==> src/rtl/riscv_run_monitor.sv <==
// Run-control / debug monitor for the riscv core.
// Watches the fetch PC for halt addresses and runs a cycle watchdog.
// It also counts IO-page loads and stores. After a halt it freezes the
// core and streams a data-memory window out as byte-swapped words.
module riscv_run_monitor #(
    parameter int                NBP        = 2,
    parameter logic [NBP*32-1:0] BP_ADDRS   = {32'hFFFFFFFC, 32'h00000064},
    parameter logic [31:0]       TIMEOUT    = 32'd400000000,
    parameter int                AW         = 13,
    parameter int                DUMP_BASE  = 0,
    parameter int                DUMP_WORDS = 1024,
    parameter logic [11:0]       IO_PAGE    = 12'h001
) (
    input  logic          CLK,
    input  logic          RSTN,
    input  logic [31:0]   PC_IF,
    input  logic          PC_VALID,
    input  logic          DMWE,
    input  logic          DMRE,
    input  logic [29:0]   MADDR,
    output logic          DM_RE,
    output logic [AW-1:0] DM_RADDR,
    input  logic [31:0]   DM_RDATA,
    output logic          HALT,
    output logic          DUMP_VALID,
    input  logic          DUMP_READY,
    output logic [31:0]   DUMP_ADDR,
    output logic [31:0]   DUMP_DATA,
    output logic          DONE,
    output logic          TIMED_OUT,
    output logic [3:0]    HIT_IDX,
    output logic [31:0]   CYCLES,
    output logic [15:0]   IO_ST_CNT,
    output logic [15:0]   IO_LD_CNT
);

    typedef enum logic [1:0] {RUN, RD, OUT, DONE_S} state_t;

    // The index arithmetic wraps modulo the dmem size, so the last index is
    // simply the truncated end of the window.
    localparam logic [AW-1:0] BASE_IDX = AW'(DUMP_BASE);
    localparam logic [AW-1:0] LAST_IDX = AW'(DUMP_BASE + DUMP_WORDS - 1);

    function automatic logic [31:0] byte_swap(input logic [31:0] d);
        return {d[7:0], d[15:8], d[23:16], d[31:24]};
    endfunction

    state_t        state_q, state_d;
    logic [AW-1:0] idx_q, idx_d;
    logic          first_q, first_d;
    logic [31:0]   data_q, data_d;
    logic [31:0]   cycles_q, cycles_d;
    logic [15:0]   io_st_q, io_st_d;
    logic [15:0]   io_ld_q, io_ld_d;
    logic          timed_q, timed_d;
    logic [3:0]    hit_idx_q, hit_idx_d;

    logic [NBP-1:0] bp_match;
    logic [3:0]     hit_idx_c;
    logic           hit;
    logic           io_page;
    logic [31:0]    dump_data_c;
    logic           unused_maddr_lo;

    // Only the page bits of the address matter for IO classification.
    assign unused_maddr_lo = ^MADDR[17:0];
    assign io_page         = (MADDR[29:18] == IO_PAGE);

    genvar gi;
    generate
        for (gi = 0; gi < NBP; gi++) begin : g_bp
            assign bp_match[gi] = PC_VALID && (PC_IF == BP_ADDRS[32*gi +: 32]);
        end
    endgenerate

    // Priority encode the matching channels, lowest index wins.
    always_comb begin
        hit_idx_c = 4'd0;
        for (int k = NBP - 1; k >= 0; k--) begin
            if (bp_match[k]) begin
                hit_idx_c = 4'(k);
            end
        end
    end

    assign hit = |bp_match;

    // Next-state logic for run control, counters and the dump sequencer.
    always_comb begin
        state_d   = state_q;
        idx_d     = idx_q;
        first_d   = 1'b0;
        data_d    = data_q;
        cycles_d  = cycles_q;
        io_st_d   = io_st_q;
        io_ld_d   = io_ld_q;
        timed_d   = timed_q;
        hit_idx_d = hit_idx_q;
        // The read word arrives on the first OUT cycle; pass it straight
        // through then, and present the captured copy while stalled.
        dump_data_c = first_q ? byte_swap(DM_RDATA) : data_q;
        case (state_q)
            RUN: begin
                if (cycles_q != 32'hFFFF_FFFF) begin
                    cycles_d = cycles_q + 32'd1;
                end
                if (DMWE && io_page && (io_st_q != 16'hFFFF)) begin
                    io_st_d = io_st_q + 16'd1;
                end
                if (DMRE && io_page && (io_ld_q != 16'hFFFF)) begin
                    io_ld_d = io_ld_q + 16'd1;
                end
                if (hit) begin
                    hit_idx_d = hit_idx_c;
                    state_d   = RD;
                end else if ((TIMEOUT != 32'd0) && (cycles_q == TIMEOUT - 32'd1)) begin
                    timed_d = 1'b1;
                    state_d = RD;
                end
            end
            RD: begin
                first_d = 1'b1;
                state_d = OUT;
            end
            OUT: begin
                data_d = dump_data_c;
                if (DUMP_READY) begin
                    if (idx_q == LAST_IDX) begin
                        state_d = DONE_S;
                    end else begin
                        idx_d   = idx_q + AW'(1);
                        state_d = RD;
                    end
                end
            end
            DONE_S: begin
                state_d = DONE_S;
            end
            default: begin
                state_d = RUN;
            end
        endcase
    end

    // State register; reset aborts any dump in progress.
    always_ff @(posedge CLK or negedge RSTN) begin
        if (!RSTN) begin
            state_q   <= RUN;
            idx_q     <= BASE_IDX;
            first_q   <= 1'b0;
            data_q    <= 32'd0;
            cycles_q  <= 32'd0;
            io_st_q   <= 16'd0;
            io_ld_q   <= 16'd0;
            timed_q   <= 1'b0;
            hit_idx_q <= 4'd0;
        end else begin
            state_q   <= state_d;
            idx_q     <= idx_d;
            first_q   <= first_d;
            data_q    <= data_d;
            cycles_q  <= cycles_d;
            io_st_q   <= io_st_d;
            io_ld_q   <= io_ld_d;
            timed_q   <= timed_d;
            hit_idx_q <= hit_idx_d;
        end
    end

    assign DM_RE      = (state_q == RD);
    assign DM_RADDR   = idx_q;
    assign HALT       = (state_q != RUN);
    assign DUMP_VALID = (state_q == OUT);
    assign DUMP_ADDR  = DUMP_VALID ? (32'(idx_q) << 2) : 32'd0;
    assign DUMP_DATA  = dump_data_c;
    assign DONE       = (state_q == DONE_S);
    assign TIMED_OUT  = timed_q;
    assign HIT_IDX    = hit_idx_q;
    assign CYCLES     = cycles_q;
    assign IO_ST_CNT  = io_st_q;
    assign IO_LD_CNT  = io_ld_q;

endmodule

==> config.mk <==
export PLATFORM = sky130hd
export DESIGN_NAME = riscv_run_monitor
export DESIGN_NICKNAME = d
export VERILOG_FILES = /design/src/rtl/riscv_run_monitor.sv
export SDC_FILE = /design/constraint.sdc
export NUM_CORES = 1
export LEC_CHECK = 0
export ABC_CLOCK_PERIOD_IN_PS = 2600
export CORE_MARGIN = 5
export CORE_UTILIZATION = 39
export CTS_BUF_LIST = sky130_fd_sc_hd__clkbuf_2
export DETAILED_ROUTE_END_ITERATION = 10
export PLACE_DENSITY = 0.75
export SLEW_MARGIN = 20
export SYNTH_ARGS = -nofsm -noshare
export SYNTH_HDL_FRONTEND = slang
export SYNTH_SLANG_ARGS = --single-unit
==> constraint.sdc <==
create_clock -name CLK -period 2.6 [get_ports CLK]
set_input_delay 0.65 -clock CLK [delete_from_list [all_inputs] [get_ports CLK]]
set_output_delay 0.65 -clock CLK [all_outputs]
set_load 0.01 [all_outputs]
==> results_dict.tcl <==
set metrics [dict create \
    status "finished clean" \
    detailroute.via_count 5102 \
    track_usage_pct 18.5 \
    regArea_um2 2850 \
    synth_edf_count 0 \
    rrSetupSlack_ns 0.34 \
    fin_nets 937 \
    drive_above_1_share_pct 19.6 \
    ys_async_sr_fraction_pct 100 \
    ff2ff_path_depth 8 \
    grt_max_degree 75 \
    wl_per_cell_um 15.7 \
    ctsRootBufferMaster "clkbuf_2" \
    first_global_vias 5165 \
    worstReg2RegStart "state_q[1]$_DFFE_PN0P_" \
    hold_ws_ns 0.490 \
    required_ns 1.95 \
    min_from "TIMED_OUT$_DFFE_PN0P_" \
    grt_pass1_wl_um 26600 \
    multi_input_area_um2 2800 \
    critPathKind "register to output port" \
    clkPwrFrac_pct 39.8 \
    filler_cell_count 1261 \
    worst_pin_slew_ns 0.733 \
    wl_met2_um 7740 \
    drc 0 \
    intPower_mw 2.69 \
    dr.pass1.iters 4 \
    final_antenna_net_count 0 \
    worstPathMaxFanout 8 \
    clkLatencyLatePin_ns 0.66 \
    hold_viol 0 \
    grt_antenna_before_repair 0 \
    num_io_pins 250 \
    power.leakage_nw 3.84 \
    startpoint_type "register" \
    skew_ns 0.0250 \
    htreeDepth 4 \
    drt-met1-wl_um 7110 \
    cts_sinks 114 \
    rsz0062_at_grt "true" \
    max_freq_ghz 0.391 \
    chipHeight_um 132 \
    hpwl_um 11400 \
    regToRegEndpoint "CYCLES[31]$_DFFE_PN0P_" \
    cp-end-kind "output port" \
    synth.distinct_cells 42 \
    synth.cell_area_um2 5800 \
    path_clk_slew_ns 0.16 \
    cts_buffer_depth 2 \
    share_seq_of_total_power_pct 52.5 \
    dieWidth_um 132 \
    holdCritPathClass "register to register" \
    drt-total-wl_um 16200 \
    met3_length_um 1060 \
    cts_tree "done" \
    p_per_area_nw_per_um2 404 \
    ys.flop_type "dfrtp_1" \
    max-slew-margin-rel_pct 50.9 \
    vias_per_cell 4.95 \
    setup_viol 0 \
    arrival_ns 1.91 \
    combPwrFrac_pct 7.7 \
    grt-ovfl-total 0 \
    hold_depth 1 \
    gp_congestion 0.786 \
    syn_inst 581 \
    post-route-min-period_ns 2.56 \
    p_sw_uw 803 \
    cts_buffers 17 \
    max_cap_violations 0 \
    yosys_warnings 0 \
    whs_endpoint "TIMED_OUT$_DFFE_PN0P_" \
    ys_seq_elements 114 \
    std_cell_rows 44 \
    swShare_pct 23.0 \
    slew_viol_final 0 \
    start_util_pct 39.8 \
    diodes 0 \
    portBuffers 209 \
    yosysSeqAreaShare_pct 49.2 \
    power.total_mw 3.50 \
    dieArea_um2 17400 \
    routed.top_layer "met4" \
    drtIter0Drc 203 \
    ir_worst_vdd_uv 333 \
    syn_to_final_growth_pct 49.4 \
    core_um2 14600 \
    synth.avg_cell_area_um2 9.99 \
    finalCritPeriodShare_pct 98.4 \
]
-- worst max-delay path, stage by stage, from the launching register on --
cell and delay, ns:
dfrtp_2 0.43, buf_4 0.13, buf_6 0.13, buf_16 0.14
mux2_2 0.30, buf_6 0.13
-- cell type report --
cell class              count  area share, %
multi-input cells         443           32.3
flip-flops and latches    114           32.9
clock buffers              20           1.15
inverters                   8          0.375
repair inverters            1         0.0866
well taps                 184           2.66
repair buffers            248           28.4
clock inverters            12           2.17
-- logic make-up (layout without fill, tap and decap cells) --
logic type,Yosys count,after routing,synth area share (%)
other,1,22,0.0646
multiplexers,37,37,7.18
buffers and inverters,45,289,4.38
AND/OR/NAND/NOR,295,295,25.4
flip-flops,114,114,49.2
XOR/XNOR,72,72,10.9
adder cells (fa/ha/maj),4,4,0.862
AO/OA/AOI/OAI,13,13,2.09
-- cell usage in the layout (no fill, tap or decap), drive strengths merged, types with 14 or more instances in the layout --
| master | Yosys | final |
|---|---|---|
| clkbuf | 9 | 30 |
| nor4 | 19 | 19 |
| nor2 | 25 | 25 |
| and3 | 14 | 14 |
| xnor2 | 44 | 44 |
| and2 | 15 | 15 |
| buf | 28 | 74 |
| clkdlybuf4s50 | 0 | 159 |
| nand4 | 32 | 32 |
| mux2 | 37 | 37 |
| conb | 1 | 22 |
| xor2 | 28 | 28 |
| dfrtp | 114 | 114 |
| nand2 | 129 | 129 |
| nand3 | 26 | 26 |
-- cell usage after synthesis (2+ instances only) --
library cell | count | area, um^2
nor4b_1 | 3 | 26.3
buf_1 | 4 | 15.0
and2_1 | 15 | 93.8
and4_1 | 8 | 70.1
nand2b_1 | 2 | 12.5
nor2_1 | 25 | 93.8
nor3_1 | 12 | 60.1
clkbuf_1 | 9 | 33.8
buf_4 | 22 | 165
nand4b_1 | 2 | 17.5
nor4_1 | 18 | 113
nand2_1 | 129 | 484
buf_2 | 2 | 10.0
mux2_2 | 37 | 417
xor2_1 | 28 | 245
ha_1 | 4 | 50.1
inv_1 | 7 | 26.3
nand3_1 | 25 | 125
xnor2_1 | 44 | 385
and3_1 | 14 | 87.6
or4_1 | 2 | 15.0
dfrtp_1 | 114 | 2850
nand4_1 | 32 | 200
a31oi_1 | 3 | 18.8
or2_2 | 2 | 12.5
o211a_1 | 2 | 20.0
-- what timing repair did --
item                       4_1_cts  5_1_grt
cloned                           4        0
hold buffers                     1        0
setup endpoints to repair       48       23
hold endpoints to repair        90        0
setup buffers                   19        4
gates resized for setup        182       47
-- worst max-delay path by stage --
stage,slack (ns),endpoint,start,cells past startpoint
final,0.04,DUMP_DATA[31],first_q$_DFF_PN0_,5
after global routing,-0.09,DUMP_DATA[31],first_q$_DFF_PN0_,5
after CTS,-0.15,DUMP_DATA[25],first_q$_DFF_PN0_,6
after detailed placement,0.07,IO_LD_CNT[3]$_DFFE_PN0P_,MADDR[21],7
after global placement,0.07,IO_LD_CNT[3]$_DFFE_PN0P_,MADDR[20],7
after floorplan,0.63,IO_LD_CNT[1]$_DFFE_PN0P_,MADDR[21],5
-- routing by layer --
| layer | GRT usage, % | vias up |
|---|---|---|
| met3 | 6.18 | 21 |
| met1 | 23.3 | 2429 |
| met4 | 6.06 | 0 |
| li1 | - | 2484 |
| met5 | 0 | - |
| met2 | 29.9 | 168 |
-- power groups by stage --
| stage | Sequential [mW] | Clock, mW | Combinational, mW |
|---|---|---|---|
| finish | 1.84 | 1.39 | 0.269 |
| global route | 1.84 | 1.52 | 0.291 |
| global placement | 1.87 | 0 | 0.266 |
| detailed placement | 1.87 | 0 | 0.270 |
| floorplan | 1.87 | 0 | 0.0633 |
| CTS | 1.84 | 1.44 | 0.272 |
-- stage by stage --
stage	TNS [ns]	area, um^2	util, %	instances	setup slack [ns]
after floorplan	0	5880	-	602	0.630
after global placement	0	8120	55.7	974	0.0726
after detailed placement	0	8120	55.7	974	0.0662
after CTS	-1.13	8600	58.9	1030	-0.148
after global routing	-1.26	8670	59.4	1030	-0.0925
final	0	8670	59.4	1030	0.0409
-- flip-flops by register name, summed over array words and instances, names as in the netlist --
register and cells:
HIT_IDX 1, first_q 1, TIMED_OUT 1, IO_ST_CNT 16, IO_LD_CNT 16, DM_RADDR 13
state_q 2, CYCLES 32, data_q 32
No activity file was read; power rests on OpenSTA's default activity.
